### src/rtl/spike_pkg.sv
// spike_pkg: shared types and defaults for the spike sender and its consumers.
//   spike_tx_state_t : transmit FSM state encoding
//   SPIKE_DATA_BITS  : default word width, shared with the neuron bench
package spike_pkg;

  typedef enum logic [1:0] {
    IDLE,
    SETUP,
    REQ,
    ACKLOW
  } spike_tx_state_t;

  localparam int unsigned SPIKE_DATA_BITS = 4;

endpackage

### src/rtl/spike_sender_if.sv
// spike_sender_if: valid/ready word-input channel into the spike sender.
//   in_valid : word offered on in_data
//   in_ready : sender can accept a word (FIFO not full)
//   in_data  : DATA_BITS-wide word to send
// Modports: master = word producer, slave = spike_sender.
interface spike_sender_if #(
  parameter int unsigned DATA_BITS = 4
);
  logic                 in_valid;
  logic                 in_ready;
  logic [DATA_BITS-1:0] in_data;

  modport master (output in_valid, output in_data, input  in_ready);
  modport slave  (input  in_valid, input  in_data, output in_ready);
endinterface

### src/rtl/spike_sender_ack_sync.sv
// ack_sync: SYNC_STAGES-deep flop chain bringing the asynchronous ack into clk.
//   clk, rst_n : clock, async active-low reset (chain resets to 0)
//   async_i    : asynchronous input
//   sync_o     : synchronized output
module ack_sync #(
  parameter int unsigned SYNC_STAGES = 2
) (
  input  logic clk,
  input  logic rst_n,
  input  logic async_i,
  output logic sync_o
);

  logic [SYNC_STAGES-1:0] sync_q;

  always_ff @(posedge clk or negedge rst_n) begin
    if (!rst_n) sync_q <= '0;
    else        sync_q <= {sync_q[SYNC_STAGES-2:0], async_i};
  end

  assign sync_o = sync_q[SYNC_STAGES-1];

endmodule

### src/rtl/spike_sender.sv
// spike_sender: buffers words from the synchronous domain and sends each one
// LSB-first over a bundled-data 4-phase channel (data_out/req_out/ack_in),
// one bit per full handshake.
//   clk, rst_n : clock (rising), async active-low reset
//   in_if      : valid/ready word input (spike_sender_if.slave)
//   data_out   : bundled data bit
//   req_out    : 4-phase request
//   ack_in     : 4-phase acknowledge (asynchronous)
//   busy       : FIFO non-empty or handshake in progress
//   word_done  : 1-cycle pulse when a word's last handshake completes
//   err        : sticky ack-timeout flag
// Optional feature macro SPIKE_TIMEOUT_EN: abort a handshake (drop the word,
// set err) when no ack edge arrives within TIMEOUT_CYC cycles.
module spike_sender
  import spike_pkg::*;
#(
  parameter int unsigned DATA_BITS   = SPIKE_DATA_BITS,
  parameter int unsigned FIFO_DEPTH  = 4,
  parameter int unsigned SETUP_CYC   = 1,
  parameter int unsigned SYNC_STAGES = 2,
  parameter int unsigned TIMEOUT_CYC = 64
) (
  input  logic           clk,
  input  logic           rst_n,
  spike_sender_if.slave  in_if,
  output logic           data_out,
  output logic           req_out,
  input  logic           ack_in,
  output logic           busy,
  output logic           word_done,
  output logic           err
);

  localparam int unsigned AW = $clog2(FIFO_DEPTH);
  localparam int unsigned BW = (DATA_BITS > 1) ? $clog2(DATA_BITS) : 1;
  localparam int unsigned CW = $clog2(SETUP_CYC + 1);

  // ---------------- FIFO ----------------
  logic [DATA_BITS-1:0] mem_q [FIFO_DEPTH];
  logic [AW:0]          wr_ptr_q, rd_ptr_q;
  logic                 empty, full, push, pop;
  logic [DATA_BITS-1:0] head;

  assign empty = (wr_ptr_q == rd_ptr_q);
  assign full  = (wr_ptr_q[AW] != rd_ptr_q[AW]) &&
                 (wr_ptr_q[AW-1:0] == rd_ptr_q[AW-1:0]);
  assign push  = in_if.in_valid && in_if.in_ready;
  assign head  = mem_q[rd_ptr_q[AW-1:0]];
  assign in_if.in_ready = !full;

  always_ff @(posedge clk) begin
    if (push) mem_q[wr_ptr_q[AW-1:0]] <= in_if.in_data;
  end

  always_ff @(posedge clk or negedge rst_n) begin
    if (!rst_n) begin
      wr_ptr_q <= '0;
      rd_ptr_q <= '0;
    end else begin
      if (push) wr_ptr_q <= wr_ptr_q + 1'b1;
      if (pop)  rd_ptr_q <= rd_ptr_q + 1'b1;
    end
  end

  // ---------------- ack synchronizer ----------------
  logic ack_s;

  ack_sync #(.SYNC_STAGES(SYNC_STAGES)) u_ack_sync (
    .clk     (clk),
    .rst_n   (rst_n),
    .async_i (ack_in),
    .sync_o  (ack_s)
  );

  // ---------------- transmit FSM ----------------
  spike_tx_state_t      state_q;
  logic [DATA_BITS-1:0] shift_q, shift_next;
  logic [BW-1:0]        bit_q;
  logic [CW-1:0]        setup_q;
  logic                 data_out_q, req_out_q, word_done_q;
  logic                 last_bit, tmo_hit;

  assign shift_next = shift_q >> 1;
  assign last_bit   = (bit_q == BW'(DATA_BITS - 1));

`ifdef SPIKE_TIMEOUT_EN
  localparam int unsigned TW = $clog2(TIMEOUT_CYC + 1);
  logic [TW-1:0] tmo_q;
  logic          err_q;

  assign tmo_hit = ((state_q == REQ) || (state_q == ACKLOW)) &&
                   (tmo_q == TW'(TIMEOUT_CYC));
  assign err     = err_q;

  always_ff @(posedge clk or negedge rst_n) begin
    if (!rst_n) begin
      tmo_q <= '0;
      err_q <= 1'b0;
    end else begin
      if (tmo_hit) err_q <= 1'b1;
      // Restart on every entry into a wait state; count while waiting.
      if ((state_q == SETUP) || ((state_q == REQ) && ack_s))
        tmo_q <= '0;
      else if ((state_q == REQ) || (state_q == ACKLOW))
        tmo_q <= tmo_q + 1'b1;
    end
  end
`else
  logic unused_timeout_cfg;
  assign unused_timeout_cfg = ^TIMEOUT_CYC;
  assign tmo_hit = 1'b0;
  assign err     = 1'b0;
`endif

  // Head is popped only when its word finishes (or is aborted), so it stays
  // resident in the FIFO for the whole transfer.
  assign pop = tmo_hit || ((state_q == ACKLOW) && !ack_s && last_bit);

  always_ff @(posedge clk or negedge rst_n) begin
    if (!rst_n) begin
      state_q     <= IDLE;
      shift_q     <= '0;
      bit_q       <= '0;
      setup_q     <= '0;
      data_out_q  <= 1'b0;
      req_out_q   <= 1'b0;
      word_done_q <= 1'b0;
    end else begin
      word_done_q <= 1'b0;
      if (tmo_hit) begin
        req_out_q  <= 1'b0;
        data_out_q <= 1'b0;
        state_q    <= IDLE;
      end else begin
        case (state_q)
          IDLE: begin
            if (!empty) begin
              shift_q    <= head;
              bit_q      <= '0;
              setup_q    <= '0;
              // Drive the bit on SETUP entry so it has SETUP_CYC full cycles
              // before req_out rises.
              data_out_q <= head[0];
              state_q    <= SETUP;
            end
          end
          SETUP: begin
            data_out_q <= shift_q[0];
            if (setup_q == CW'(SETUP_CYC - 1)) begin
              req_out_q <= 1'b1;
              state_q   <= REQ;
            end else begin
              setup_q <= setup_q + 1'b1;
            end
          end
          REQ: begin
            if (ack_s) begin
              req_out_q <= 1'b0;
              state_q   <= ACKLOW;
            end
          end
          ACKLOW: begin
            // A stale high ack simply keeps us here; req_out stays low.
            if (!ack_s) begin
              if (last_bit) begin
                word_done_q <= 1'b1;
                data_out_q  <= 1'b0;
                state_q     <= IDLE;
              end else begin
                shift_q    <= shift_next;
                data_out_q <= shift_next[0];
                bit_q      <= bit_q + 1'b1;
                setup_q    <= '0;
                state_q    <= SETUP;
              end
            end
          end
          default: state_q <= IDLE;
        endcase
      end
    end
  end

  assign data_out  = data_out_q;
  assign req_out   = req_out_q;
  assign word_done = word_done_q;
  assign busy      = !empty || (state_q != IDLE);

endmodule

### src/flat_wrapper.sv
// flat-port wrapper written by rule: the top's interface ports become plain ports
module spike_sender_flat import spike_pkg::*;
#(
  parameter int unsigned DATA_BITS   = SPIKE_DATA_BITS,
  parameter int unsigned FIFO_DEPTH  = 4,
  parameter int unsigned SETUP_CYC   = 1,
  parameter int unsigned SYNC_STAGES = 2,
  parameter int unsigned TIMEOUT_CYC = 64
)
  (clk, rst_n, data_out, req_out, ack_in, busy, word_done, err, in_if_in_valid, in_if_in_data, in_if_in_ready);
  spike_sender_if #(.DATA_BITS(DATA_BITS)) in_if_i ();
  input  logic clk;
  input  logic rst_n;
  output logic data_out;
  output logic req_out;
  input  logic ack_in;
  output logic busy;
  output logic word_done;
  output logic err;
  input wire logic [$bits(in_if_i.in_valid)-1:0] in_if_in_valid;
  input wire logic [$bits(in_if_i.in_data)-1:0] in_if_in_data;
  output wire logic [$bits(in_if_i.in_ready)-1:0] in_if_in_ready;
  assign in_if_i.in_valid = in_if_in_valid;
  assign in_if_i.in_data = in_if_in_data;
  assign in_if_in_ready = in_if_i.in_ready;
  spike_sender #(.DATA_BITS(DATA_BITS), .FIFO_DEPTH(FIFO_DEPTH), .SETUP_CYC(SETUP_CYC), .SYNC_STAGES(SYNC_STAGES), .TIMEOUT_CYC(TIMEOUT_CYC)) u_core (.clk(clk), .rst_n(rst_n), .in_if(in_if_i), .data_out(data_out), .req_out(req_out), .ack_in(ack_in), .busy(busy), .word_done(word_done), .err(err));
endmodule
### config.mk
export PLATFORM = sky130hd
export DESIGN_NAME = spike_sender_flat
export DESIGN_NICKNAME = d
export VERILOG_FILES = /design/src/rtl/spike_pkg.sv /design/src/rtl/spike_sender_if.sv /design/src/rtl/spike_sender_ack_sync.sv /design/src/rtl/spike_sender.sv /design/src/flat_wrapper.sv
export SDC_FILE = /design/constraint.sdc
export NUM_CORES = 1
export LEC_CHECK = 0
export BUFFER_PORTS_ARGS = -buffer_cell sky130_fd_sc_hd__buf_2
export CAP_MARGIN = 10
export CORE_MARGIN = 5
export CORE_UTILIZATION = 45
export CTS_CLUSTER_DIAMETER = 200
export DETAILED_ROUTE_END_ITERATION = 6
export PLACE_DENSITY = 0.61
export SLEW_MARGIN = 10
export SYNTH_ARGS = -nofsm -noshare
export SYNTH_HDL_FRONTEND = slang
export SYNTH_SLANG_ARGS = --single-unit
export TNS_END_PERCENT = 100
### constraint.sdc
create_clock -name clk -period 3.5 [get_ports clk]
set_clock_uncertainty 0.2 [all_clocks]
set_input_delay 0.7 -clock clk [delete_from_list [all_inputs] [get_ports clk]]
set_output_delay 0.7 -clock clk [all_outputs]
set_load 0.02 [all_outputs]
==> metrics <==
drt total wl=2.71 mm; grt ovf=0; largest net degree at the start of global routing=20; vias in the first global route=993; Cell variety after synth=37; initial antenna violation count=0; Pins Over Slew Limit=0; routed length on met2=1.35 mm; DR vias/cell=5.18; CP Launch Type=flop; min Tclk post-route=2.64 ns; PwrDens=812 nW/um2; area of the multi-input gates=642 um2; ant diodes=0; outcome=finished clean; final std cells w/o fill=188; Largest stage delay, worst path=0.42 ns; CTS Sinks=35; Final Hold Fails=0; nets=158; Syn Std Cell Area=1670 um2; endpoint class of the critical path=output port; Clock Root Buffer=clkbuf_8; sequential area share after synthesis=57.1%; Post-CTS Setup Bufs=0; Max Used Layer=met4; Die Ht=71.0 um; post-CTS resize count=0; # placed instances=180; Synthesized Nets=144; DIE WIDTH=71.0 um; P_leak=0.784 nW; GPL Wtd Cong=0.818; via count=974; Port Buffer Count=12; Max-Cap Viols=0; Setup TNS=0 ns; RSZ-0062 raised after global routing=no; htree depth=2; worst-case clock buffer depth=2; critical path data arrival time=1.74 ns; DR WL met3=95 um; crit path cell chain=inv_1 -> ha_1 -> inv_1 -> and4bb_4 -> inv_1 -> buf_2; CP required=2.60 ns; Clk Latency, worst-skew pair=0.27 ns; highest clock rate=379 MHz; Ys Warns=0; Core Footprint=3630 um2; die area=5040 um2; layout cell share with drive strength beyond 1=24.3%; WHS=0.150 ns; DP HPWL=2.03 mm; CP Max Fanout=12; CP Class=reg2out; TritonRoute pass-1 iters=4; DR WL/cell=14.4 um; DRT antenna net count=0; TritonCTS clock tree=done; Fillers=323; num ports=14; clock slew at reported path FFs=0.07 ns; Worst VDD drop=0.000409 V; register area=956 um2; CP max stage cell=dfrtp_1; initial core utilization=46.1%; Mapped Cells=125; first-pass GRT wire length=4.75 mm; DRC violations left=0; syn_area_per_cell=13.4 um2; setup violation total in the final timing report=0; #FFs+latches synth=35; TritonCTS buffer count=5; DR iter-0 viols=84; worst min path class=in2async; Top delay family on crit path=flip-flops; gr usage total=12.1%; Area Growth Syn to Fin=11.1%; period utilisation layout=75.4%; FP Rows=22; # hold bufs at CTS=0; CP most frequent cell=inv_1; wire length on met1=1.24 mm; Buf/Inv on CP=4
[path summary, 6_finish.rpt]
path,startpoint,endpoint,slack (ns),cells past startpoint
worst max register to register,u_core.state_q[1],u_core.shift_q[0],1.17,5
worst min-delay path,rst_n,u_core.bit_q[0],0.15,1
worst min register to register,u_core.u_ack_sync.sync_q[0],u_core.u_ack_sync.sync_q[1],0.15,0
max in group asynchronous,rst_n,u_core.shift_q[1],2.66,1
worst max-delay path,u_core.state_q[0],busy,0.86,6
min in group clk,u_core.u_ack_sync.sync_q[0],u_core.u_ack_sync.sync_q[1],0.15,0
[placed cells by master (no fill, tap or decap), drive strengths merged, types with 5 or more instances in the layout]
master	instances
nand2	5
dfrtp	19
ha	11
buf	12
mux2	9
edfxtp	16
inv	8
nor2	6
clkbuf	5
[report_power, final]
part | switching (mW) | internal, mW
sequential | 0.0878 | 0.555
clock | 0.133 | 0.208
combinational | 0.286 | 0.240
[state kept, by name, summed over array words and instances (netlist names)]
signal,count
u_core.mem_q,16
u_core.word_done,1
u_core.bit_q,2
u_core.state_q,2
u_core.u_ack_sync.sync_q,2
u_core.wr_ptr_q,3
u_core.rd_ptr_q,3
u_core.data_out,1
u_core.shift_q,4
u_core.req_out,1
[through the flow]
step                      utilization (%)  worst slack [ns]  power, mW  cell area [um2]
after floorplan                         -              1.32       1.06             1670
after global placement               48.2              1.22       1.16             1750
after detailed placement             48.2              1.16       1.18             1750
after CTS                            51.2             0.856       1.53             1860
after global routing                 51.2             0.738       1.62             1860
final                                51.2             0.860       1.51             1860
[routing by layer]
metal / global-route usage (%) / vias to the layer above
met1: 15.2 / 482
met2: 19.4 / 16
met4: 6.26 / 0
met5: 0 / -
met3: 3.13 / 2
li1: - / 474
[kinds of logic (layout without fill, tap and decap cells)]
group                      after synthesis  count (layout)  synth area share, %
DFF                                     35              35                 57.1
and+or+nand+nor                         24              24                 8.00
AOI/OAI and AO/OA                       22              22                 9.79
buffers and inverters                   14              29                 4.56
adders and majority gates               11              11                 8.22
muxes                                   11              11                 8.00
xor gates and xnor gates                 7               7                 4.11
other                                    1               1                0.224
[final cells by class]
type / instances / area share, %
clock buffer: 5 / 3.70
clock inverter: 3 / 2.09
inverter: 9 / 1.82
multi-input combinational: 76 / 34.5
sequential: 35 / 51.4
tap: 48 / 3.23
timing repair buffer: 12 / 3.23
[cell usage after synthesis]
cell type,count,area (um2)
and4bb_4,1,16.3
o22ai_1,3,18.8
o22a_1,1,8.76
a211oi_1,3,22.5
ha_1,11,138
a21oi_2,1,8.76
xnor2_1,3,26.3
xor2_1,3,26.3
and2_1,1,6.26
conb_1,1,3.75
buf_6,2,22.5
nor3b_1,1,7.51
o41ai_1,3,26.3
clkinv_1,1,3.75
a211oi_2,1,12.5
a21oi_1,1,5.00
inv_1,8,30.0
o21ai_0,4,20.0
dfrtp_1,19,475
buf_4,2,15.0
mux2_2,9,101
mux2i_1,1,10.0
o31ai_1,2,15.0
nand3_1,1,5.00
nor2_1,5,18.8
nand2b_1,1,6.26
mux4_2,1,22.5
a32oi_1,1,8.76
nor3_1,1,5.00
edfxtp_1,16,480
and3_1,4,25.0
nor2b_1,3,18.8
buf_2,1,5.00
nor2_2,1,6.26
xnor2_2,1,16.3
nand2_1,5,18.8
a2111oi_0,2,17.5
No activity file was read; power rests on OpenSTA's default activity.
